--- config.mk ---
export PLATFORM = sky130hd
export DESIGN_NAME = input_quant_packer
export DESIGN_NICKNAME = d
export VERILOG_FILES = /design/src/rtl/input_quant_packer.sv
export SDC_FILE = /design/constraint.sdc
export NUM_CORES = 1
export LEC_CHECK = 0
export CAP_MARGIN = 40
export CELL_PAD_IN_SITES_DETAIL_PLACEMENT = 1
export CELL_PAD_IN_SITES_GLOBAL_PLACEMENT = 1
export CORE_AREA = 2 2 64 81
export CTS_CLUSTER_DIAMETER = 100
export CTS_CLUSTER_SIZE = 20
export DETAILED_ROUTE_END_ITERATION = 7
export DIE_AREA = 0 0 66 83
export PLACE_DENSITY = 0.73
export REMOVE_ABC_BUFFERS = 1
export SLEW_MARGIN = 10
export SYNTH_ARGS = -nofsm -noshare
export SYNTH_HDL_FRONTEND = slang
export SYNTH_SLANG_ARGS = --single-unit
export TNS_END_PERCENT = 100
--- constraint.sdc ---
create_clock -name clk -period 1.9 [get_ports clk]
set_clock_uncertainty 0.15 [all_clocks]
set_input_delay 0.285 -clock clk [delete_from_list [all_inputs] [get_ports clk]]
set_output_delay 0.285 -clock clk [all_outputs]
set_load 0.01 [all_outputs]
--- src/rtl/input_quant_packer.sv ---
// Quantizes raw features to 2-bit codes and packs N_FEATURES of them into one vector.
// Optional framing check on s_last: define INPUT_QUANT_PACKER_LAST_CHECK_EN.
`timescale 1ns/1ps
module input_quant_packer #(
  parameter int N_FEATURES = 8,
  parameter int W_IN       = 8,
  parameter int T0         = 64,
  parameter int T1         = 128,
  parameter int T2         = 192
) (
  input  logic                    clk,
  input  logic                    rst,
  input  logic                    s_valid,
  output logic                    s_ready,
  input  logic [W_IN-1:0]         s_data,
  input  logic                    s_last,
  output logic                    m_valid,
  input  logic                    m_ready,
  output logic [2*N_FEATURES-1:0] m_data,
  output logic [15:0]             vec_count,
  output logic                    frame_err
);

  localparam int IDX_W = (N_FEATURES > 1) ? $clog2(N_FEATURES) : 1;
  localparam logic [W_IN-1:0]  T0_W   = W_IN'(T0);
  localparam logic [W_IN-1:0]  T1_W   = W_IN'(T1);
  localparam logic [W_IN-1:0]  T2_W   = W_IN'(T2);
  localparam logic [IDX_W-1:0] IDX_END = IDX_W'(N_FEATURES - 1);

  typedef enum logic {COLLECT, OUTPUT} state_t;

  state_t                  state_q;
  logic [IDX_W-1:0]        idx_q;
  logic                    s_ready_q;
  logic                    m_valid_q;
  logic [2*N_FEATURES-1:0] m_data_q;
  logic [2*N_FEATURES-1:0] m_data_d;
  logic [15:0]             vec_count_q;
  logic [1:0]              code_d;
  logic                    accept_d;
  logic                    at_end_d;
  logic                    drop_d;

  assign accept_d = s_valid && s_ready_q;
  assign at_end_d = (idx_q == IDX_END);

  always_comb begin
    code_d = 2'(s_data >= T0_W) + 2'(s_data >= T1_W) + 2'(s_data >= T2_W);
  end

  // Only the slot addressed by idx_q changes; all others keep their contents.
  genvar gi;
  generate
    for (gi = 0; gi < N_FEATURES; gi++) begin : g_slot
      assign m_data_d[2*gi +: 2] = (accept_d && idx_q == IDX_W'(gi)) ? code_d
                                                                      : m_data_q[2*gi +: 2];
    end
  endgenerate

`ifdef INPUT_QUANT_PACKER_LAST_CHECK_EN
  logic frame_err_q;

  // An early s_last throws the partial vector away instead of emitting it.
  assign drop_d = s_last && !at_end_d;

  always_ff @(posedge clk or posedge rst) begin
    if (rst) begin
      frame_err_q <= 1'b0;
    end else if (accept_d && (s_last != at_end_d)) begin
      frame_err_q <= 1'b1;
    end
  end

  assign frame_err = frame_err_q;
`else
  logic unused_s_last;

  assign unused_s_last = s_last;
  assign drop_d        = 1'b0;
  assign frame_err     = 1'b0;
`endif

  always_ff @(posedge clk or posedge rst) begin
    if (rst) begin
      state_q     <= COLLECT;
      idx_q       <= '0;
      s_ready_q   <= 1'b1;
      m_valid_q   <= 1'b0;
      m_data_q    <= '0;
      vec_count_q <= '0;
    end else begin
      case (state_q)
        COLLECT: begin
          if (accept_d) begin
            m_data_q <= m_data_d;
            if (drop_d) begin
              idx_q <= '0;
            end else if (at_end_d) begin
              idx_q     <= '0;
              state_q   <= OUTPUT;
              s_ready_q <= 1'b0;
              m_valid_q <= 1'b1;
            end else begin
              idx_q <= idx_q + 1'b1;
            end
          end
        end
        OUTPUT: begin
          if (m_ready) begin
            state_q     <= COLLECT;
            s_ready_q   <= 1'b1;
            m_valid_q   <= 1'b0;
            vec_count_q <= vec_count_q + 16'd1;
          end
        end
        default: begin
          state_q <= COLLECT;
        end
      endcase
    end
  end

  assign s_ready   = s_ready_q;
  assign m_valid   = m_valid_q;
  assign m_data    = m_data_q;
  assign vec_count = vec_count_q;

endmodule

[Word level (Yosys, flattened, before mapping)]
Cells that the tools add are included.
Storage, ports and cells
  input port bits: 13
  bits in latches: 0
  RAM bits: 0
  flip-flop bits (word level): 38
  output and inout port bits: 35
  bits in read-only memories: 0
  memories: 0
Cells by class
  reductions and logical operators: 21
  div/mod/pow operators: 0
  order comparisons: 3
  $add $sub $neg: 4
  equality and inequality tests: 10
  bitwise gates (word level): 1
  multiply operators: 0
  shift-type cells: 0
  mux-type cells: 13
Operators with widths (number)
  AND reduction 3 bit: 9
  adder 16 x 1 -> 16 bit (second input constant): 1
  greater-or-equal comparator 8 bit (second input constant): 2
  == test 3 bit (second input constant): 4
  logical AND 1 bit: 9
  2-to-1 mux 1 bit: 9
  greater-or-equal comparator 8 x 7 -> 1 bit (second input constant): 1
  == test 3 x 2 -> 1 bit (second input constant): 2
  inequality test 2 bit (second input constant): 3
  case mux 1 bit (2 select lines): 3
  AND reduction 2 bit: 2
  adder 3 x 1 -> 3 bit (second input constant): 1
  == test 3 x 1 -> 1 bit (second input constant): 1
  zero test 3 bit: 1
  2-to-1 mux 3 bit: 1
  adder 1 x 1 -> 2 bit: 1
  adder 2 x 1 -> 2 bit: 1
  inverter 1 bit: 1

[Longest topological paths before layout]
  depth in word-level cells: 4
  mapped depth: 5

[Least setup slack after synthesis]
Ideal clock, no wire load.
  path type: reg2reg
  start point: register s_ready_q (netlist: s_ready)
  end point: register m_data_q[10] (netlist: m_data[10])
  period minus slack after synthesis: 1566 ps
  arrival: 1288 ps
  data required time: 1623 ps
  path slack: 334 ps
  path buffers: 1
  cell stages (with the launch flop): 5
  path through: dfstp_2 -> and3b_1 -> buf_4 -> nand3_2 -> mux2_1
On the way
  cells in the longest elaborated chain, start to end: 3
RTL lines
  from (decl): line 34  | logic s_ready_q;
  from (signal assigned): line 87  | s_ready_q <= 1'b1;
  from (signal assigned): line 101  | s_ready_q <= 1'b0;
  from (signal assigned): line 111  | s_ready_q <= 1'b1;
  logical AND 1 bit *: line 44  | assign accept_d = s_valid && s_ready_q;
  logical AND 1 bit: line 55  | assign m_data_d[2*gi +: 2] = (accept_d && idx_q == IDX_W'(gi)) ? code_d
  AND reduction 3 bit (no source line) *
  to (signal assigned): line 95  | m_data_q <= m_data_d;
  to (decl): line 36  | logic [2*N_FEATURES-1:0] m_data_q;
Mark *: on every way between the ends. The rest lies on a longest branch, timed or not.
A chain may end at the register's enable or synchronous reset.

[Worst setup path in the final report]
  start point: register s_ready_q (netlist: s_ready)
  end point: output port s_ready
RTL lines
  to (decl): line 14  | output logic s_ready,
No word-level cell between the ends.

==> metrics.log <==
[metrics] total of endpoints with negative setup slack in the final report: 0
[metrics] largest fanout on the critical path: 4
[metrics] Arrival @ worst endpoint: approximately 1400 ps
[metrics] CTS tree: done
[metrics] register clock-pin slew on the reported worst setup and hold paths: 80 ps
[metrics] power share of the sequential group: between 50 and 60%
[metrics] multi-input combinational cell area: 706 sq um
[metrics] cell-internal power: ~1.4 mW
[metrics] buffers plus inverters on the worst setup path: 1
[metrics] post-CTS setup-driven buffer insertion count: 0
[metrics] worst hold path type: in -> async
[metrics] worst endpoint required time: around 1500 ps
[metrics] cell row count: 28
[metrics] cell at the slowest stage of the critical path: sky130_fd_sc_hd__dfstp_2
[metrics] share of power burned in the clock network: a little under two fifths
[metrics] Remaining Overflow, GRT: 0
[metrics] nets: about 210
[metrics] core region area: 0.00469 sq mm
[metrics] clock latency at the later pin of the worst-skew pair: between 200 and 300 ps
[metrics] Comb power frac: around an eighth
[metrics] Warnings, synthesis: 0
[metrics] Seq/Total Area, Yosys: between 50 and 60%
[metrics] Synth area leader: sky130_fd_sc_hd__dfrtp_1
[metrics] min cycle time layout: between 1500 and 2000 ps
[metrics] Via Count: 1186
[metrics] CTS Hold Bufs: 0
[metrics] detailed-router iteration count before antenna repair: 3
[metrics] count of boundary I/O pins: between 40 and 50
[metrics] clock sink count: 38
[metrics] clock tree root driver cell: sky130_fd_sc_hd__clkbuf_8
[metrics] number of DRC violations after detailed routing: 0
[metrics] Post-DP Area: between 0.002 and 0.0025 sq mm
[metrics] initial cell density of the core: between 30% and 40%
[metrics] worst setup path class: reg -> out
[metrics] critical path endpoint category: output port
[metrics] count of pins over their slew limit: 0
[metrics] cell area after technology mapping: around 0.0017 sq mm
[metrics] cts repair resizes: 0
[metrics] design area: 0.00230 sq mm
[metrics] Port Buf Inserts: 39
[metrics] crit-path cells: clkdlybuf4s50_1
[metrics] average instance area after synthesis: 12.5 sq um
[metrics] setup repair after global routing missed its margin: no
[metrics] fraction of layout cells with a size suffix above 1: just under 20%
[metrics] area used by sequential logic in the layout: around 950 sq um
[metrics] count of distinct cell types in the synthesized netlist: 23
[metrics] number of synthesized register bits: 38
[metrics] height of the die: around 83 microns
[metrics] CTS Buf Count: 5
[metrics] via count of the first global-routing pass: approximately 1400
[metrics] maximum capacitance violations: 0
[metrics] Max H-tree Level: 2
[metrics] average vias per placed instance: approximately 4.8
[metrics] antenna violations before repair: 0
[metrics] layout overhead on the synthesized area: 36.2%
[metrics] peak supply drop: just over 0.0005 V
[metrics] cell count along the critical path: 1
[metrics] type of element launching the critical path: register
[metrics] cell count after synthesis: about 140
[metrics] hpwl dp: between 2000 and 3000 microns
[metrics] pwr/cell area: between 700 and 800 mW/mm^2
[metrics] top cells by area, synth: sky130_fd_sc_hd__dfrtp_1, sky130_fd_sc_hd__mux2_2, sky130_fd_sc_hd__ha_1, sky130_fd_sc_hd__xnor2_1, sky130_fd_sc_hd__mux2_1
[metrics] switching power as a share of total power: between 20 and 25%
[metrics] Critical Path Max Stage Delay: 560 ps
[metrics] pre-CTS setup slack: -35.8 ps
[metrics] number of buffers between clock root and the deepest sink: 2
[metrics] remaining number of nets flagged by the antenna check after routing: 0
[metrics] total leakage power: about 1.1 nW
[metrics] switching pwr: about 0.45 mW
[metrics] global-route wire length before repair: 6430 microns
[metrics] Die Span X: 66 microns
[metrics] final worst path period share: 96.0%
[metrics] Die ar.: about 0.0055 sq mm
[metrics] filler instances: about 530
[metrics] final-report hold violation count: 0
[metrics] maximum frequency from static timing analysis: approximately 550 MHz
[metrics] Setup WS post-layout: between 70 and 80 ps
[metrics] total negative setup slack: 0 ps
[metrics] cell family with the largest share of critical-path delay: flip-flops
[metrics] share of the core filled with cells in the final layout: approximately half
[metrics] share of the synthesized area in the top cell type: a little over half
[metrics] result of the run: completed
[metrics] global router's overall resource usage: 15.3%
[metrics] R2R depth: 4
[metrics] largest net degree at the start of global routing: 17
[metrics] DRC violation total after the first TritonRoute iteration: 46
[metrics] post-detailed-routing wire length: around 3600 microns
[metrics] gpl congestion: 0.749
[metrics] Antenna diodes: 0
[metrics] average wire length per cell after detail routing: ~15 microns
## cells in the final DEF (no fill, tap or decap)
cell type,count
sky130_fd_sc_hd__clkbuf_8,5
sky130_fd_sc_hd__a21oi_1,2
sky130_fd_sc_hd__nand4_1,5
sky130_fd_sc_hd__and3b_1,1
sky130_fd_sc_hd__nor4_2,1
sky130_fd_sc_hd__clkdlybuf4s50_1,39
sky130_fd_sc_hd__mux2_1,6
sky130_fd_sc_hd__ha_1,7
sky130_fd_sc_hd__conb_1,1
sky130_fd_sc_hd__inv_1,5
sky130_fd_sc_hd__buf_4,7
sky130_fd_sc_hd__mux2_2,11
sky130_fd_sc_hd__dfrtp_1,37
sky130_fd_sc_hd__xnor2_1,9
sky130_fd_sc_hd__nand3_1,3
sky130_fd_sc_hd__nor3_2,3
sky130_fd_sc_hd__nor2_1,6
sky130_fd_sc_hd__and2_1,1
sky130_fd_sc_hd__nand2_1,16
sky130_fd_sc_hd__o21ai_0,3
sky130_fd_sc_hd__xor2_1,6
sky130_fd_sc_hd__clkinv_2,2
sky130_fd_sc_hd__dfstp_2,1
sky130_fd_sc_hd__and3_1,2
sky130_fd_sc_hd__nand3_2,5
sky130_fd_sc_hd__bufinv_16,1
sky130_fd_sc_hd__and4_1,2
## Yosys cell counts
cell type and count:
sky130_fd_sc_hd__nand4_1 5, sky130_fd_sc_hd__nand3_1 3, sky130_fd_sc_hd__dfrtp_1 37, sky130_fd_sc_hd__nor2_1 6
sky130_fd_sc_hd__and2_1 1, sky130_fd_sc_hd__mux2_2 11, sky130_fd_sc_hd__nor3_2 3, sky130_fd_sc_hd__o21ai_0 3
sky130_fd_sc_hd__mux2_1 6, sky130_fd_sc_hd__a21oi_1 2, sky130_fd_sc_hd__conb_1 1, sky130_fd_sc_hd__ha_1 7
sky130_fd_sc_hd__xor2_1 6, sky130_fd_sc_hd__buf_4 2, sky130_fd_sc_hd__nor4_2 1, sky130_fd_sc_hd__nand2_1 16
sky130_fd_sc_hd__nand3_2 5, sky130_fd_sc_hd__and3_1 2, sky130_fd_sc_hd__and3b_1 1, sky130_fd_sc_hd__and4_1 2
sky130_fd_sc_hd__xnor2_1 9, sky130_fd_sc_hd__inv_1 5, sky130_fd_sc_hd__dfstp_2 1
## registers in the layout, indices dropped and copies added (netlist names)
signal	cells
m_valid	1
vec_count	16
m_data	16
idx_q	3
s_ready	1
state_q	1
## worst paths after layout
| path | from | slack (ps) | endpoint |
|---|---|---|---|
| max | s_ready | 80 | s_ready |
| min | rst | 140 | idx_q[2] |
| max reg2reg | idx_q[0] | 240 | m_data[14] |
| min reg2reg | vec_count[15] | 320 | vec_count[15] |
| max in group asynchronous | rst | 920 | m_data[10] |
| min in group clk | vec_count[15] | 320 | vec_count[15] |
## cell families (layout without fill, tap and decap cells)
| kind of cell | Yosys count | in the layout | share of synthesized area [%] |
|---|---|---|---|
| adder cells (fa/ha/maj) | 7 | 7 | 5.18 |
| flip-flops | 38 | 38 | 56.3 |
| AO/OA/AOI/OAI | 5 | 5 | 1.48 |
| buffers and inverters | 7 | 59 | 2.00 |
| multiplexers | 17 | 17 | 11.3 |
| XOR/XNOR | 15 | 15 | 7.77 |
| AND/OR/NAND/NOR | 45 | 45 | 15.8 |
| other | 1 | 1 | 0.222 |
## through the flow
stage,power [mW],std cells,hold WS (ps)
floorplan,1.04,133,231
global placement,1.14,239,317
detailed placement,1.16,239,315
CTS,1.84,247,159
global route,1.91,247,181
finish,1.81,247,138
## layer usage
layer | up-vias | wire, microns | track usage [%]
met2 | 31 | 2080 | 28.3
met1 | 594 | 1330 | 16.4
li1 | 555 | - | -
met3 | 6 | 174 | 4.20
met4 | 0 | 54 | 4.45
met5 | - | 0 | 0
## power by group through the flow
stage | logic [mW] | clock network [mW] | registers [mW]
global placement | 0.224 | 0 | 0.919
finish | 0.233 | 0.670 | 0.909
detailed placement | 0.234 | 0 | 0.926
global route | 0.268 | 0.726 | 0.917
CTS | 0.241 | 0.693 | 0.911
floorplan | 0.115 | 0 | 0.925
## final cells by class
class	instances	area share [%]
inverter	5	0.815
timing repair buffer	46	19.2
sequential	38	41.3
tap	60	3.26
clock buffer	5	2.99
multi-input combinational	90	30.6
clock inverter	3	1.74
Note: power is estimated with default switching activity, not from simulation.
